<file path="src/rtl/bit_serializer_if.sv">
// Parallel word channel into the serializer: valid/ready handshake carrying one WIDTH-bit word.
// The upstream source drives it through master; the serializer consumes it through slave.
interface bit_serializer_if #(
  parameter int WIDTH = 8
);
  logic [WIDTH-1:0] din;
  logic             din_valid;
  logic             din_ready;

  modport master (
    output din,
    output din_valid,
    input  din_ready
  );

  modport slave (
    input  din,
    input  din_valid,
    output din_ready
  );
endinterface

</file>
<file path="src/rtl/bit_serializer.sv">
// Parallel-to-serial stage: words accepted over valid/ready leave MSB-first, one bit per shift_en.
// Optional trailing even-parity bit when SERIALIZER_PARITY_EN is defined; idle level held between frames.
module bit_serializer #(
  parameter int   WIDTH    = 8,
  parameter logic IDLE_BIT = 1'b1
) (
  input  logic             clk,
  input  logic             reset,
  bit_serializer_if.slave  word_if,
  input  logic             shift_en,
  output logic             bit_out,
  output logic             bit_valid,
  output logic             busy,
  output logic             frame_done
);

`ifdef SERIALIZER_PARITY_EN
  localparam int FRAME_BITS = WIDTH + 1;
`else
  localparam int FRAME_BITS = WIDTH;
`endif
  localparam int                CNT_W    = $clog2(FRAME_BITS + 1);
  localparam logic [CNT_W-1:0]  LAST_CNT = CNT_W'(FRAME_BITS - 1);

  typedef enum logic {
    IDLE  = 1'b0,
    SHIFT = 1'b1
  } state_t;

  state_t                state, state_nxt;
  logic [FRAME_BITS-1:0] sr, sr_nxt;
  logic [CNT_W-1:0]      cnt, cnt_nxt;
  logic                  bit_q, bit_nxt;
  logic                  done_q, done_nxt;

  logic                  last_bit;
  logic                  accept;
  logic [FRAME_BITS-1:0] load_word;

`ifdef SERIALIZER_PARITY_EN
  // Parity is fixed at accept time so later din changes cannot disturb it.
  assign load_word = {word_if.din, ^word_if.din};
`else
  assign load_word = word_if.din;
`endif

  assign last_bit          = (state == SHIFT) && shift_en && (cnt == LAST_CNT);
  assign word_if.din_ready = reset && ((state == IDLE) || last_bit);
  assign accept            = word_if.din_valid && word_if.din_ready;

  always_comb begin
    state_nxt = state;
    sr_nxt    = sr;
    cnt_nxt   = cnt;
    bit_nxt   = bit_q;
    done_nxt  = 1'b0;

    case (state)
      IDLE: begin
        if (accept) begin
          state_nxt = SHIFT;
          sr_nxt    = load_word;
          cnt_nxt   = '0;
          bit_nxt   = load_word[FRAME_BITS-1];
        end
      end

      SHIFT: begin
        if (shift_en) begin
          if (cnt == LAST_CNT) begin
            done_nxt = 1'b1;
            // Reloading on the last bit keeps back-to-back frames gapless.
            if (accept) begin
              sr_nxt  = load_word;
              cnt_nxt = '0;
              bit_nxt = load_word[FRAME_BITS-1];
            end else begin
              state_nxt = IDLE;
              sr_nxt    = '0;
              cnt_nxt   = '0;
              bit_nxt   = IDLE_BIT;
            end
          end else begin
            sr_nxt  = sr << 1;
            cnt_nxt = cnt + CNT_W'(1);
            bit_nxt = sr[FRAME_BITS-2];
          end
        end
      end

      default: begin
        state_nxt = IDLE;
        sr_nxt    = '0;
        cnt_nxt   = '0;
        bit_nxt   = IDLE_BIT;
      end
    endcase
  end

  always_ff @(posedge clk or negedge reset) begin
    if (!reset) begin
      state  <= IDLE;
      sr     <= '0;
      cnt    <= '0;
      bit_q  <= IDLE_BIT;
      done_q <= 1'b0;
    end else begin
      state  <= state_nxt;
      sr     <= sr_nxt;
      cnt    <= cnt_nxt;
      bit_q  <= bit_nxt;
      done_q <= done_nxt;
    end
  end

  assign bit_out    = bit_q;
  assign bit_valid  = (state == SHIFT);
  assign busy       = (state == SHIFT);
  assign frame_done = done_q;

endmodule
</file>
<file path="src/flat_wrapper.sv">
// flat-port wrapper written by rule: the top's interface ports become plain ports
module bit_serializer_flat 
#(
  parameter int   WIDTH    = 8,
  parameter logic IDLE_BIT = 1'b1
)
  (clk, reset, shift_en, bit_out, bit_valid, busy, frame_done, word_if_din, word_if_din_valid, word_if_din_ready);
  bit_serializer_if #(.WIDTH(WIDTH)) word_if_i ();
  input  logic clk;
  input  logic reset;
  input  logic shift_en;
  output logic bit_out;
  output logic bit_valid;
  output logic busy;
  output logic frame_done;
  input wire logic [$bits(word_if_i.din)-1:0] word_if_din;
  input wire logic [$bits(word_if_i.din_valid)-1:0] word_if_din_valid;
  output wire logic [$bits(word_if_i.din_ready)-1:0] word_if_din_ready;
  assign word_if_i.din = word_if_din;
  assign word_if_i.din_valid = word_if_din_valid;
  assign word_if_din_ready = word_if_i.din_ready;
  bit_serializer #(.WIDTH(WIDTH), .IDLE_BIT(IDLE_BIT)) u_core (.clk(clk), .reset(reset), .word_if(word_if_i), .shift_en(shift_en), .bit_out(bit_out), .bit_valid(bit_valid), .busy(busy), .frame_done(frame_done));
endmodule
</file>
<file path="config.mk">
export PLATFORM = sky130hd
export DESIGN_NAME = bit_serializer_flat
export DESIGN_NICKNAME = d
export VERILOG_FILES = /design/src/rtl/bit_serializer_if.sv /design/src/rtl/bit_serializer.sv /design/src/flat_wrapper.sv
export SDC_FILE = /design/constraint.sdc
export NUM_CORES = 1
export LEC_CHECK = 0
export ABC_AREA = 0
export CAP_MARGIN = 25
export CORE_MARGIN = 10
export CORE_UTILIZATION = 44
export CTS_BUF_LIST = sky130_fd_sc_hd__clkbuf_16
export CTS_CLUSTER_SIZE = 24
export DETAILED_ROUTE_END_ITERATION = 6
export GPL_TIMING_DRIVEN = 0
export HOLD_SLACK_MARGIN = 0.03
export PLACE_DENSITY_LB_ADDON = 0.08
export SLEW_MARGIN = 10
export SYNTH_ARGS = -nofsm -noshare
export SYNTH_HDL_FRONTEND = slang
export SYNTH_SLANG_ARGS = --single-unit
</file>
<file path="constraint.sdc">
create_clock -name clk -period 1.4 [get_ports clk]
set_input_delay 0.14 -clock clk [delete_from_list [all_inputs] [get_ports clk]]
set_output_delay 0.14 -clock clk [all_outputs]
set_load 0.01 [all_outputs]
</file>
==> out/metrics.yaml <==
clock_network:
  clock_latency_ns: 0.24
  clk_pin_slew_worst_paths_ns: 0.05
  cts-root-buf: "sky130_fd_sc_hd__clkbuf_16"
  cts_max_path_buffers: 2
  ctsHtreeMaxLevel: 1
  cts-buffers-inserted: 3
  clock_sink_count: 14
  cts_tree: "built"
synth:
  netlist_cell_types: 39
  yosysMostFrequentCell: "sky130_fd_sc_hd__dfrtp_1"
  async_reset_ff_share_pct: 100
  edff_count_synth: 0
  synth_top_cell_area_share_pct: 39.1
  synth_nets: 100
  synthesis.yosys.warnings: 0
  flip_flop_cell_with_the_highest_count_after_synthesis: "sky130_fd_sc_hd__dfrtp_1"
  synth.top_cells.by_area: "sky130_fd_sc_hd__dfrtp_1, sky130_fd_sc_hd__a21boi_0, sky130_fd_sc_hd__nand2_1"
  ys_seq_elements: 14
  netlist_top_cells_count: "sky130_fd_sc_hd__dfrtp_1, sky130_fd_sc_hd__nand2_1, sky130_fd_sc_hd__a21boi_0"
  synth.avg_cell_area_sq_um: 9.56
  sequential_fraction_of_the_synthesis_area_pct: 42.3
  post-synth-top-area-cell: "sky130_fd_sc_hd__dfrtp_1"
  synthesis.instances: 87
  synthesis.area_sq_um: 832
floorplanning:
  num_rows: 15
  die-width_um: 63.5
  io-pin-count: 17
  die_height_um: 63.5
  core_sq_um: 1760
  start_util_pct: 47.2
  fp.dieArea_sq_um: 4030
timing:
  skew_final_ns: 0.00327
  max_clock_freq_ghz: 0.696
  timing.final.crit_share_pct: 103
  rsz0062_at_grt: "true"
  maxSlewViolCount: 0
  final_period_minus_worst_setup_slack_ns: 1.44
  setup-violations-final: 5
  final-hold-violation-count: 13
  slew_worst_pin_ns: 0.393
  post-route-worst-setup-slack_ns: -0.0369
  fin_worst_hold_slack_ns: -0.0934
  timing.max_slew.rel_slack_pct: 73.8
setup_path:
  worst_ep_required_time_ns: 1.26
  critPathMaxFanout: 2
  arrival_ns: 1.30
  crit_chain: "ha_4 -> nand3b_4 -> o21ai_2 -> and2_1 -> buf_2"
  crit_type: "flop to output pin"
  timing.critical_path.from_type: "flop"
  crit_path_max_incr_delay_ns: 0.38
  cpLargestDelayFamily: "flip-flops"
  critical_path.reg2reg.startpoint: "u_core.cnt[0]"
  worst_r2r_path_depth: 5
  reg2reg_to: "u_core.sr[4]"
  crit_buf_inv: 1
  end_kind: "output pin"
  reg2reg_setup_slack_ns: -0.03
  critical-path-slowest-cell: "sky130_fd_sc_hd__dfrtp_1"
route:
  routed_wl_um: 2380
  drt_iter0_drc: 34
  drt-vias-per-instance: 5.90
  detail_route.wl_per_cell_um: 17.3
  post-route-drc-count: 0
  via_count: 808
  detailed_routing_iterations_pass_1: 4
  antenna_violating_nets_post_route: 0
global_routing:
  globalRoute.totalOverflow: 0
  grt_pass1_vias: 810
  grt_pass1_wl_um: 3830
  grt_start_max_net_pins: 17
  antenna_found_initial: 0
  grt_usage_pct: 11.5
placed_design:
  detailed_place_hpwl_um: 1410
  finalWeightedCongestion: 0.769
  portBuffers: 15
finish:
  area.growth.synth_to_final_pct: 47.2
  drive_gt1_share_pct: 34.8
  final_net_count: 126
  number_of_antenna_repair_diodes: 0
status:
  outcome: "finished, violations left"
  failed_checks: "hold timing, setup timing"
power_and_ir_drop:
  ir_drop_v: 0.00106
  power.total_mw: 2.02
  total_leakage_power_nw: 0.533
  power_density_nw_per_um2: 1650
worst_hold_path:
  hold_path.class: "input port to async pin"
run:
  drv.max_cap_violation_count: 0
[report_power, final]
| part | switching (mW) | internal, mW | total, mW |
|---|---|---|---|
| clock | 0.160 | 0.377 | 0.536 |
| sequential | 0.165 | 0.561 | 0.726 |
| combinational | 0.318 | 0.435 | 0.753 |
| total | 0.643 | 1.37 | 2.02 |
[layer usage]
layer  up-vias  GRT usage, %  share of wire, %
met2        31          18.5                49
met4         0          6.01               1.8
met3         8          3.18               5.3
met5         -             0                 0
met1       391          13.6                44
li1        378             -                 -
[cell type report]
type	instances	area (sq um)
Sequential cell	14	353
Multi-Input combinational cell	63	510
Clock buffer	3	75.1
Inverter	2	7.51
Timing Repair Buffer	22	203
Fill cell	144	539
Buffer	7	41.3
Clock inverter	1	3.75
Tap cell	25	31.3
[timing repair]
action	in CTS	in global routing
pin swaps	7	3
cloned	0	0
hold endpoints to repair	13	13
setup endpoints to repair	14	12
gates resized for setup	21	7
setup buffers	5	2
[cells by family (layout without fill, tap and decap cells)]
family | count (synthesis) | count (layout) | share of synthesized area [%]
AND/OR/NAND/NOR | 27 | 27 | 18.2
XOR/XNOR | 1 | 1 | 1.05
buffers and inverters | 10 | 35 | 5.71
adder cells (fa/ha/maj) | 1 | 1 | 1.50
multiplexers | 2 | 2 | 2.56
flip-flops | 14 | 14 | 42.3
AO/OA/AOI/OAI | 32 | 32 | 28.7
[worst reg2reg max path, stage by stage (launching register included)]
cell and delay (ns):
sky130_fd_sc_hd__dfrtp_2 0.42, sky130_fd_sc_hd__ha_4 0.18, sky130_fd_sc_hd__buf_6 0.11, sky130_fd_sc_hd__and3b_2 0.29, sky130_fd_sc_hd__o32ai_2 0.24, sky130_fd_sc_hd__a21oi_1 0.06
[sequential cells by signal, summed over array words and instances (netlist names)]
name               flops
u_core.bit_valid       1
u_core.bit_out         1
u_core.cnt             4
u_core.sr              7
u_core.frame_done      1
[through the flow]
| stage | utilization, % | worst slack, ns | setup TNS [ns] | area [sq um] | cells |
|---|---|---|---|---|---|
| after floorplan | - | 0.0341 | 0 | 832 | 87 |
| after global placement | 57.4 | -0.926 | -8.01 | 1010 | 127 |
| after detailed placement | 57.4 | -0.944 | -8.24 | 1010 | 127 |
| after CTS | 67.2 | -0.0547 | -0.146 | 1190 | 135 |
| after global routing | 69.4 | -0.0832 | -0.447 | 1220 | 137 |
| final | 69.4 | -0.0369 | -0.105 | 1220 | 137 |
[how the worst max path moves through the flow]
stage                       start                 to  depth (start not counted)
finish              u_core.cnt[1]  word_if_din_ready                          5
global route        u_core.cnt[1]  word_if_din_ready                          5
CTS                 u_core.cnt[1]  word_if_din_ready                          5
detailed placement          reset  word_if_din_ready                          4
global placement            reset  word_if_din_ready                          4
floorplan           u_core.cnt[0]       u_core.sr[1]                          5
[placed cells by master, fill, tap and decap left out, types with 2 or more instances in the layout]
| cell type | Yosys | final |
|---|---|---|
| sky130_fd_sc_hd__o22ai_1 | 5 | 5 |
| sky130_fd_sc_hd__a21oi_1 | 5 | 5 |
| sky130_fd_sc_hd__dlygate4sd2_1 | 0 | 2 |
| sky130_fd_sc_hd__clkdlybuf4s50_1 | 0 | 10 |
| sky130_fd_sc_hd__clkbuf_16 | 0 | 3 |
| sky130_fd_sc_hd__nand3_1 | 2 | 2 |
| sky130_fd_sc_hd__buf_4 | 1 | 7 |
| sky130_fd_sc_hd__clkbuf_2 | 2 | 2 |
| sky130_fd_sc_hd__o32ai_2 | 0 | 5 |
| sky130_fd_sc_hd__dfrtp_1 | 13 | 12 |
| sky130_fd_sc_hd__nand2_2 | 1 | 2 |
| sky130_fd_sc_hd__and3_2 | 2 | 2 |
| sky130_fd_sc_hd__o211ai_1 | 2 | 2 |
| sky130_fd_sc_hd__clkbuf_4 | 0 | 2 |
| sky130_fd_sc_hd__a21boi_0 | 6 | 6 |
| sky130_fd_sc_hd__inv_1 | 2 | 3 |
| sky130_fd_sc_hd__nand2_1 | 12 | 11 |
| sky130_fd_sc_hd__buf_2 | 3 | 2 |
Note: power is estimated with default switching activity, not from simulation.
